[src/rtl/pe_conv_engine_if.sv]
// Stream bundle between the PE depacketizer, the conv engine and the psum/adder path.
// The slave modport is the engine's view; master is the view of whoever drives it.
interface pe_conv_engine_if #(
  parameter int DWIDTH     = 8,
  parameter int NPIX       = 5,
  parameter int NFILT      = 3,
  parameter int PSUM_WIDTH = 18
);
  logic [NFILT*DWIDTH-1:0] filt_data;
  logic                    filt_valid;
  logic                    filt_ready;
  logic [NPIX*DWIDTH-1:0]  pix_data;
  logic                    pix_valid;
  logic                    pix_ready;
  logic [PSUM_WIDTH-1:0]   psum_data;
  logic [1:0]              psum_idx;
  logic                    psum_valid;
  logic                    psum_ready;
  logic                    busy;

  modport slave (
    input  filt_data, filt_valid, pix_data, pix_valid, psum_ready,
    output filt_ready, pix_ready, psum_data, psum_idx, psum_valid, busy
  );

  modport master (
    output filt_data, filt_valid, pix_data, pix_valid, psum_ready,
    input  filt_ready, pix_ready, psum_data, psum_idx, psum_valid, busy
  );
endinterface

[src/rtl/pe_conv_engine.sv]
// 3-tap 1-D convolution over a 5-pixel word using one shared multiplier, one MAC per cycle.
// The filter stays resident across pixel words; three psums leave one at a time.
module pe_conv_engine #(
  parameter int DWIDTH     = 8,
  parameter int NPIX       = 5,
  parameter int NFILT      = 3,
  parameter int PSUM_WIDTH = 18
) (
  input  logic               clk,
  input  logic               reset,
  pe_conv_engine_if.slave    bus
);

  typedef enum logic [1:0] {WAIT_FILT, WAIT_PIX, MAC, OUT} state_e;

  state_e                  state_q, state_d;
  logic [NFILT*DWIDTH-1:0] filt_q, filt_d;
  logic [NPIX*DWIDTH-1:0]  pix_q, pix_d;
  logic [PSUM_WIDTH-1:0]   acc_q, acc_d;
  logic [1:0]              tap_cnt_q, tap_cnt_d;
  logic [1:0]              out_idx_q, out_idx_d;
  logic [PSUM_WIDTH-1:0]   psum_data_q, psum_data_d;
  logic [1:0]              psum_idx_q, psum_idx_d;

  logic [DWIDTH-1:0]       f_tap [NFILT];
  logic [DWIDTH-1:0]       p_tap [NPIX];
  logic [2:0]              pix_idx;
  logic [2*DWIDTH-1:0]     prod;
  logic [PSUM_WIDTH-1:0]   mac_sum;

  // Element 0 sits in the most significant byte of each word.
  genvar gi;
  generate
    for (gi = 0; gi < NFILT; gi++) begin : g_filt
      assign f_tap[gi] = filt_q[(NFILT-gi)*DWIDTH-1 -: DWIDTH];
    end
    for (gi = 0; gi < NPIX; gi++) begin : g_pix
      assign p_tap[gi] = pix_q[(NPIX-gi)*DWIDTH-1 -: DWIDTH];
    end
  endgenerate

  assign pix_idx = {1'b0, out_idx_q} + {1'b0, tap_cnt_q};
  assign prod    = f_tap[tap_cnt_q] * p_tap[pix_idx];
  assign mac_sum = acc_q + {{(PSUM_WIDTH-2*DWIDTH){1'b0}}, prod};

  always_comb begin
    state_d     = state_q;
    filt_d      = filt_q;
    pix_d       = pix_q;
    acc_d       = acc_q;
    tap_cnt_d   = tap_cnt_q;
    out_idx_d   = out_idx_q;
    psum_data_d = psum_data_q;
    psum_idx_d  = psum_idx_q;
    case (state_q)
      WAIT_FILT: begin
        if (bus.filt_valid) begin
          filt_d  = bus.filt_data;
          state_d = WAIT_PIX;
        end
      end
      WAIT_PIX: begin
        // A filter arriving with a pixel word applies to that same row.
        if (bus.filt_valid) filt_d = bus.filt_data;
        if (bus.pix_valid) begin
          pix_d     = bus.pix_data;
          acc_d     = '0;
          tap_cnt_d = 2'd0;
          out_idx_d = 2'd0;
          state_d   = MAC;
        end
      end
      MAC: begin
        acc_d     = mac_sum;
        tap_cnt_d = tap_cnt_q + 2'd1;
        if (tap_cnt_q == 2'd2) begin
          psum_data_d = mac_sum;
          psum_idx_d  = out_idx_q;
          state_d     = OUT;
        end
      end
      OUT: begin
        if (bus.psum_ready) begin
          if (out_idx_q != 2'd2) begin
            out_idx_d = out_idx_q + 2'd1;
            acc_d     = '0;
            tap_cnt_d = 2'd0;
            state_d   = MAC;
          end else begin
            state_d = WAIT_PIX;
          end
        end
      end
      default: state_d = WAIT_FILT;
    endcase
  end

  always_ff @(posedge clk) begin
    if (reset) begin
      state_q     <= WAIT_FILT;
      filt_q      <= '0;
      pix_q       <= '0;
      acc_q       <= '0;
      tap_cnt_q   <= 2'd0;
      out_idx_q   <= 2'd0;
      psum_data_q <= '0;
      psum_idx_q  <= 2'd0;
    end else begin
      state_q     <= state_d;
      filt_q      <= filt_d;
      pix_q       <= pix_d;
      acc_q       <= acc_d;
      tap_cnt_q   <= tap_cnt_d;
      out_idx_q   <= out_idx_d;
      psum_data_q <= psum_data_d;
      psum_idx_q  <= psum_idx_d;
    end
  end

  // Handshake outputs decode state only, so ready never depends on valid.
  assign bus.filt_ready = (state_q == WAIT_FILT) || (state_q == WAIT_PIX);
  assign bus.pix_ready  = (state_q == WAIT_PIX);
  assign bus.psum_valid = (state_q == OUT);
  assign bus.psum_data  = psum_data_q;
  assign bus.psum_idx   = psum_idx_q;
  assign bus.busy       = (state_q == MAC) || (state_q == OUT);

endmodule
[src/flat_wrapper.sv]
// flat-port wrapper written by rule: the top's interface ports become plain ports
module pe_conv_engine_flat 
#(
  parameter int DWIDTH     = 8,
  parameter int NPIX       = 5,
  parameter int NFILT      = 3,
  parameter int PSUM_WIDTH = 18
)
  (clk, reset, bus_filt_data, bus_filt_valid, bus_pix_data, bus_pix_valid, bus_psum_ready, bus_filt_ready, bus_pix_ready, bus_psum_data, bus_psum_idx, bus_psum_valid, bus_busy);
  pe_conv_engine_if #(.DWIDTH(DWIDTH), .NPIX(NPIX), .NFILT(NFILT), .PSUM_WIDTH(PSUM_WIDTH)) bus_i ();
  input  logic clk;
  input  logic reset;
  input wire logic [$bits(bus_i.filt_data)-1:0] bus_filt_data;
  input wire logic [$bits(bus_i.filt_valid)-1:0] bus_filt_valid;
  input wire logic [$bits(bus_i.pix_data)-1:0] bus_pix_data;
  input wire logic [$bits(bus_i.pix_valid)-1:0] bus_pix_valid;
  input wire logic [$bits(bus_i.psum_ready)-1:0] bus_psum_ready;
  output wire logic [$bits(bus_i.filt_ready)-1:0] bus_filt_ready;
  output wire logic [$bits(bus_i.pix_ready)-1:0] bus_pix_ready;
  output wire logic [$bits(bus_i.psum_data)-1:0] bus_psum_data;
  output wire logic [$bits(bus_i.psum_idx)-1:0] bus_psum_idx;
  output wire logic [$bits(bus_i.psum_valid)-1:0] bus_psum_valid;
  output wire logic [$bits(bus_i.busy)-1:0] bus_busy;
  assign bus_i.filt_data = bus_filt_data;
  assign bus_i.filt_valid = bus_filt_valid;
  assign bus_i.pix_data = bus_pix_data;
  assign bus_i.pix_valid = bus_pix_valid;
  assign bus_i.psum_ready = bus_psum_ready;
  assign bus_filt_ready = bus_i.filt_ready;
  assign bus_pix_ready = bus_i.pix_ready;
  assign bus_psum_data = bus_i.psum_data;
  assign bus_psum_idx = bus_i.psum_idx;
  assign bus_psum_valid = bus_i.psum_valid;
  assign bus_busy = bus_i.busy;
  pe_conv_engine #(.DWIDTH(DWIDTH), .NPIX(NPIX), .NFILT(NFILT), .PSUM_WIDTH(PSUM_WIDTH)) u_core (.clk(clk), .reset(reset), .bus(bus_i));
endmodule
[config.mk]
export PLATFORM = sky130hd
export DESIGN_NAME = pe_conv_engine_flat
export DESIGN_NICKNAME = d
export VERILOG_FILES = /design/src/rtl/pe_conv_engine_if.sv /design/src/rtl/pe_conv_engine.sv /design/src/flat_wrapper.sv
export SDC_FILE = /design/constraint.sdc
export NUM_CORES = 1
export LEC_CHECK = 0
export ABC_AREA = 1
export BUFFER_PORTS_ARGS = -buffer_cell sky130_fd_sc_hd__buf_2
export CORE_UTILIZATION = 55
export CTS_BUF_LIST = sky130_fd_sc_hd__clkbuf_8
export DETAILED_ROUTE_END_ITERATION = 10
export HOLD_SLACK_MARGIN = 0.03
export PLACE_DENSITY = 0.76
export REMOVE_ABC_BUFFERS = 1
export SYNTH_ARGS = -nofsm -noshare
export SYNTH_HDL_FRONTEND = slang
export SYNTH_SLANG_ARGS = --single-unit
export TNS_END_PERCENT = 30
[constraint.sdc]
create_clock -name clk -period 6.5 [get_ports clk]
set_clock_uncertainty 0.05 [all_clocks]
set_input_delay 0.975 -clock clk [delete_from_list [all_inputs] [get_ports clk]]
set_output_delay 0.975 -clock clk [all_outputs]
set_load 0.05 [all_outputs]
==> reports/qor.log <==
[worst_setup_path] Critical Path Sink u_core.bus.psum_data[9]$_SDFFE_PP0P_
[timing] period utilization 91.4%
[power_and_ir_drop] Leakage 0.00408 uW
[synth] number of synthesis warnings 0
[die] die extent in y 118 um
[timing] Final TNS setup 0 ns
[clocking] TritonCTS clock tree yes
[final_layout] P&R area growth vs syn 9.70%
[power_and_ir_drop] power density over cell area 248 nW/um^2
[worst_setup_path] CP endpoint kind flip-flop
[die] total die area 13900 sq um
[route] number of remaining DRC errors 0
[route] final routed wire length divided by cell count 13.1 um
[worst_setup_path] worst reg2reg setup slack 0.56 ns
[clocking] TritonCTS buffer count 9
[worst_setup_path] first element of the critical path u_core.tap_cnt_q[0]$_SDFFE_PP0P_
[synth] number of enable-type register cells in the synthesized netlist 0
[route] count of TritonRoute iterations in the first routing pass 7
[synth] FFs w/ async S/R, synth 0%
[global_routing] number of antenna violations at the first check in global routing 0
[final_layout] Final Core Density 63.0%
[synth] Seq/Total Area, Yosys 29.3%
[final_layout] area taken by flip-flops and latches 2160 sq um
[synth] cell types with the largest area share after synthesis dfxtp_1 29%, fa_1 14%, inv_1 9.7%
[clocking] clock tree root buffer cell clkbuf_8
[global_routing] Overall Global Routing Usage 25.9%
[die] core region area 12800 sq um
[clocking] count of hold-fix buffers inserted at cts 0
[final_layout] multi-input combinational cell area 4230 sq um
[timing] FMAX 0.168 GHz
[worst_setup_path] kind of cell with the highest combined delay on the critical path adder cells
[synth] mean post-synth cell area 7.27 sq um
[worst_setup_path] Largest stage delay, worst path 0.69 ns
[route] routed wire length 16500 um
[global_routing] global-route wire length before repair 29000 um
[global_routing] pin count of the biggest net entering global routing 73
[clocking] maximum buffer depth of the clock tree 2
[synth] cell accounting for the most synthesized area dfxtp_1
[clocking] number of sinks on the clock net 108
[worst_hold_path] worst min-delay path category reg -> reg
[die] ports placed on the boundary 93
[job] maximum capacitance violations 0
[timing] RSZ-0062 raised after global routing no
[final_layout] count of fill cells added during filler insertion 1250
[timing] worst rel slew slack 42.1%
[placement] Port Buffers 92
[worst_setup_path] critical path data arrival time 6.18 ns
[synth] count of mapped cells out of synthesis 1013
[final_layout] ant diodes 0
[synth] total standard cell area after synthesis 7370 sq um
[timing] actual transition at the worst max-transition pin 0.867 ns
[worst_setup_path] Worst R2R Start u_core.tap_cnt_q[0]$_SDFFE_PP0P_
[final_layout] fraction of layout instances using a drive strength above 1 14.7%
[power_and_ir_drop] Max VDD drop 0.000141 V
[global_routing] vias in the first global route 6376
[global_routing] global route overflow 0
[worst_setup_path] data required time at the worst endpoint 6.74 ns
[timing] Final Hold Viols 0
[worst_setup_path] R2R depth 28
[clocking] clock insertion delay at the later pin of the skew report 0.40 ns
[synth] flop and latch count out of synthesis 108
[route] DRT iter0 DRCs 336
[die] Row Count 41
[timing] count of final setup violators 0
[synth] most common cell in the synthesized netlist inv_1
[worst_setup_path] reg-to-reg critical path endpoint u_core.bus.psum_data[9]$_SDFFE_PP0P_
[worst_hold_path] hold path startpoint u_core.p_tap[15]$_SDFFE_PP0P_
[clocking] # H-tree levels 3
[worst_setup_path] worst path buffer plus inverter count 9
[worst_setup_path] class of the most critical setup path reg -> reg
[timing] shortest period the worst path allows 5.94 ns
[synth] portion of synthesized cell area occupied by the leading cell type 29.3%
[worst_setup_path] worst-path fanout max 9
[clocking] count of cells resized by post-cts repair 0
[route] Detail Route Antenna Nets 0
[timing] max-slew violation count 0
[clocking] CTS clock-pin slew for the worst setup and hold paths 0.12 ns
[die] Initial Utilization 57.4%
[synth] Most used DFF post-synth dfxtp_1
[clocking] number of post-CTS setup repair buffers 0
[final_layout] Final Net Count 1249
[route] total via count after detailed routing 6416
[die] Die Span X 118 um
[worst_setup_path] total number of cells along the worst setup path 28
[synth] leading cell types by count after synthesis 191 x inv_1, 161 x nand2_1, 152 x nor2_1
[worst_setup_path] Crit path top cell by count inv_1
[synth] post-synth cell types 44
[worst_setup_path] critical path launch point type flip-flop
[route] number of vias per cell 5.08
[placement] GPL Wtd Cong 0.925
[outcome] run status finished, final reports clean
[worst_setup_path] Slowest-stage cell, CP fa_1
[placement] post-DP HPWL 12800 um
worst reg2reg max path, delay by kind of cell, from the launching register on:
family,cells,cell delay (ns)
fa+ha+maj,7,3.26
simple gates,8,0.98
buf+inv,9,0.73
compound gates,4,0.44
flops,1,0.36
how the worst min path moves through the flow:
stage                                                to  slack, ns  depth (start not counted)
after floorplan           u_core.p_tap[10]$_SDFFE_PP0P_       0.38                          2
after global placement    u_core.p_tap[15]$_SDFFE_PP0P_       0.39                          2
after detailed placement  u_core.p_tap[15]$_SDFFE_PP0P_       0.39                          2
after CTS                 u_core.p_tap[15]$_SDFFE_PP0P_       0.41                          2
after global routing      u_core.p_tap[32]$_SDFFE_PP0P_       0.43                          2
final                     u_core.p_tap[15]$_SDFFE_PP0P_       0.41                          2
layer usage:
metal	vias up	track usage [%]	part of all wire (%)
met2	174	43.2	46
met3	26	4.80	6.1
met4	0	9.05	2.1
li1	3273	-	-
met1	2943	33.6	46
met5	-	0	0
where the power goes:
part           leakage (uW)  switching (uW)  internal (uW)
sequential         0.000882            24.8            714
combinational       0.00310             546            293
clock              0.000102             268            157
total               0.00408             839           1160
cell families (layout without fill, tap and decap cells):
logic type,Yosys count,after routing,synth area share [%]
DFF,108,108,29.3
xor gates and xnor gates,4,4,0.476
adders and majority gates,94,94,21.2
and+or+nand+nor,376,376,21.2
buffers and inverters,239,317,13.2
AOI/OAI and AO/OA,192,192,14.7
state kept, by name, indices dropped and copies added, names as in the netlist:
| name | cells |
|---|---|
| u_core.f_tap | 24 |
| u_core.p_tap | 40 |
| u_core.out_idx_q | 2 |
| u_core.bus.psum_idx | 2 |
| u_core.tap_cnt_q | 2 |
| u_core.bus.psum_data | 18 |
| u_core.state_q | 2 |
| u_core.acc_q | 18 |
layout by cell type (no fill, tap or decap), types with 30 or more instances in the layout:
cell type	synthesis	final
dfxtp_1	108	108
buf_2	7	92
o21ai_0	88	88
ha_1	43	43
nor2_1	152	152
nand2_1	161	161
fa_1	51	51
nand3_1	30	30
inv_1	191	191
a21oi_1	78	78
area by class of cell:
class / instances / area share (%)
clock buffers: 9 / 1.53
clock inverters: 7 / 1.02
inverters: 204 / 9.48
multi-input cells: 666 / 52.4
flip-flops and latches: 108 / 26.8
well taps: 172 / 2.66
repair buffers: 97 / 6.16
stage by stage:
stage	total power, uW	cell area [sq um]	hold WS, ns	std cells	worst slack, ns
6_report	2000	8080	0.408	1263	0.560
5_1_grt	2180	8080	0.434	1263	0.128
4_1_cts	2020	8080	0.406	1263	0.585
3_5_place_dp	1590	7880	0.392	1247	0.610
3_3_place_gp	1570	7880	0.386	1247	0.757
2_1_floorplan	1380	7160	0.377	978	0.779
(Power assumes the default switching activity.)
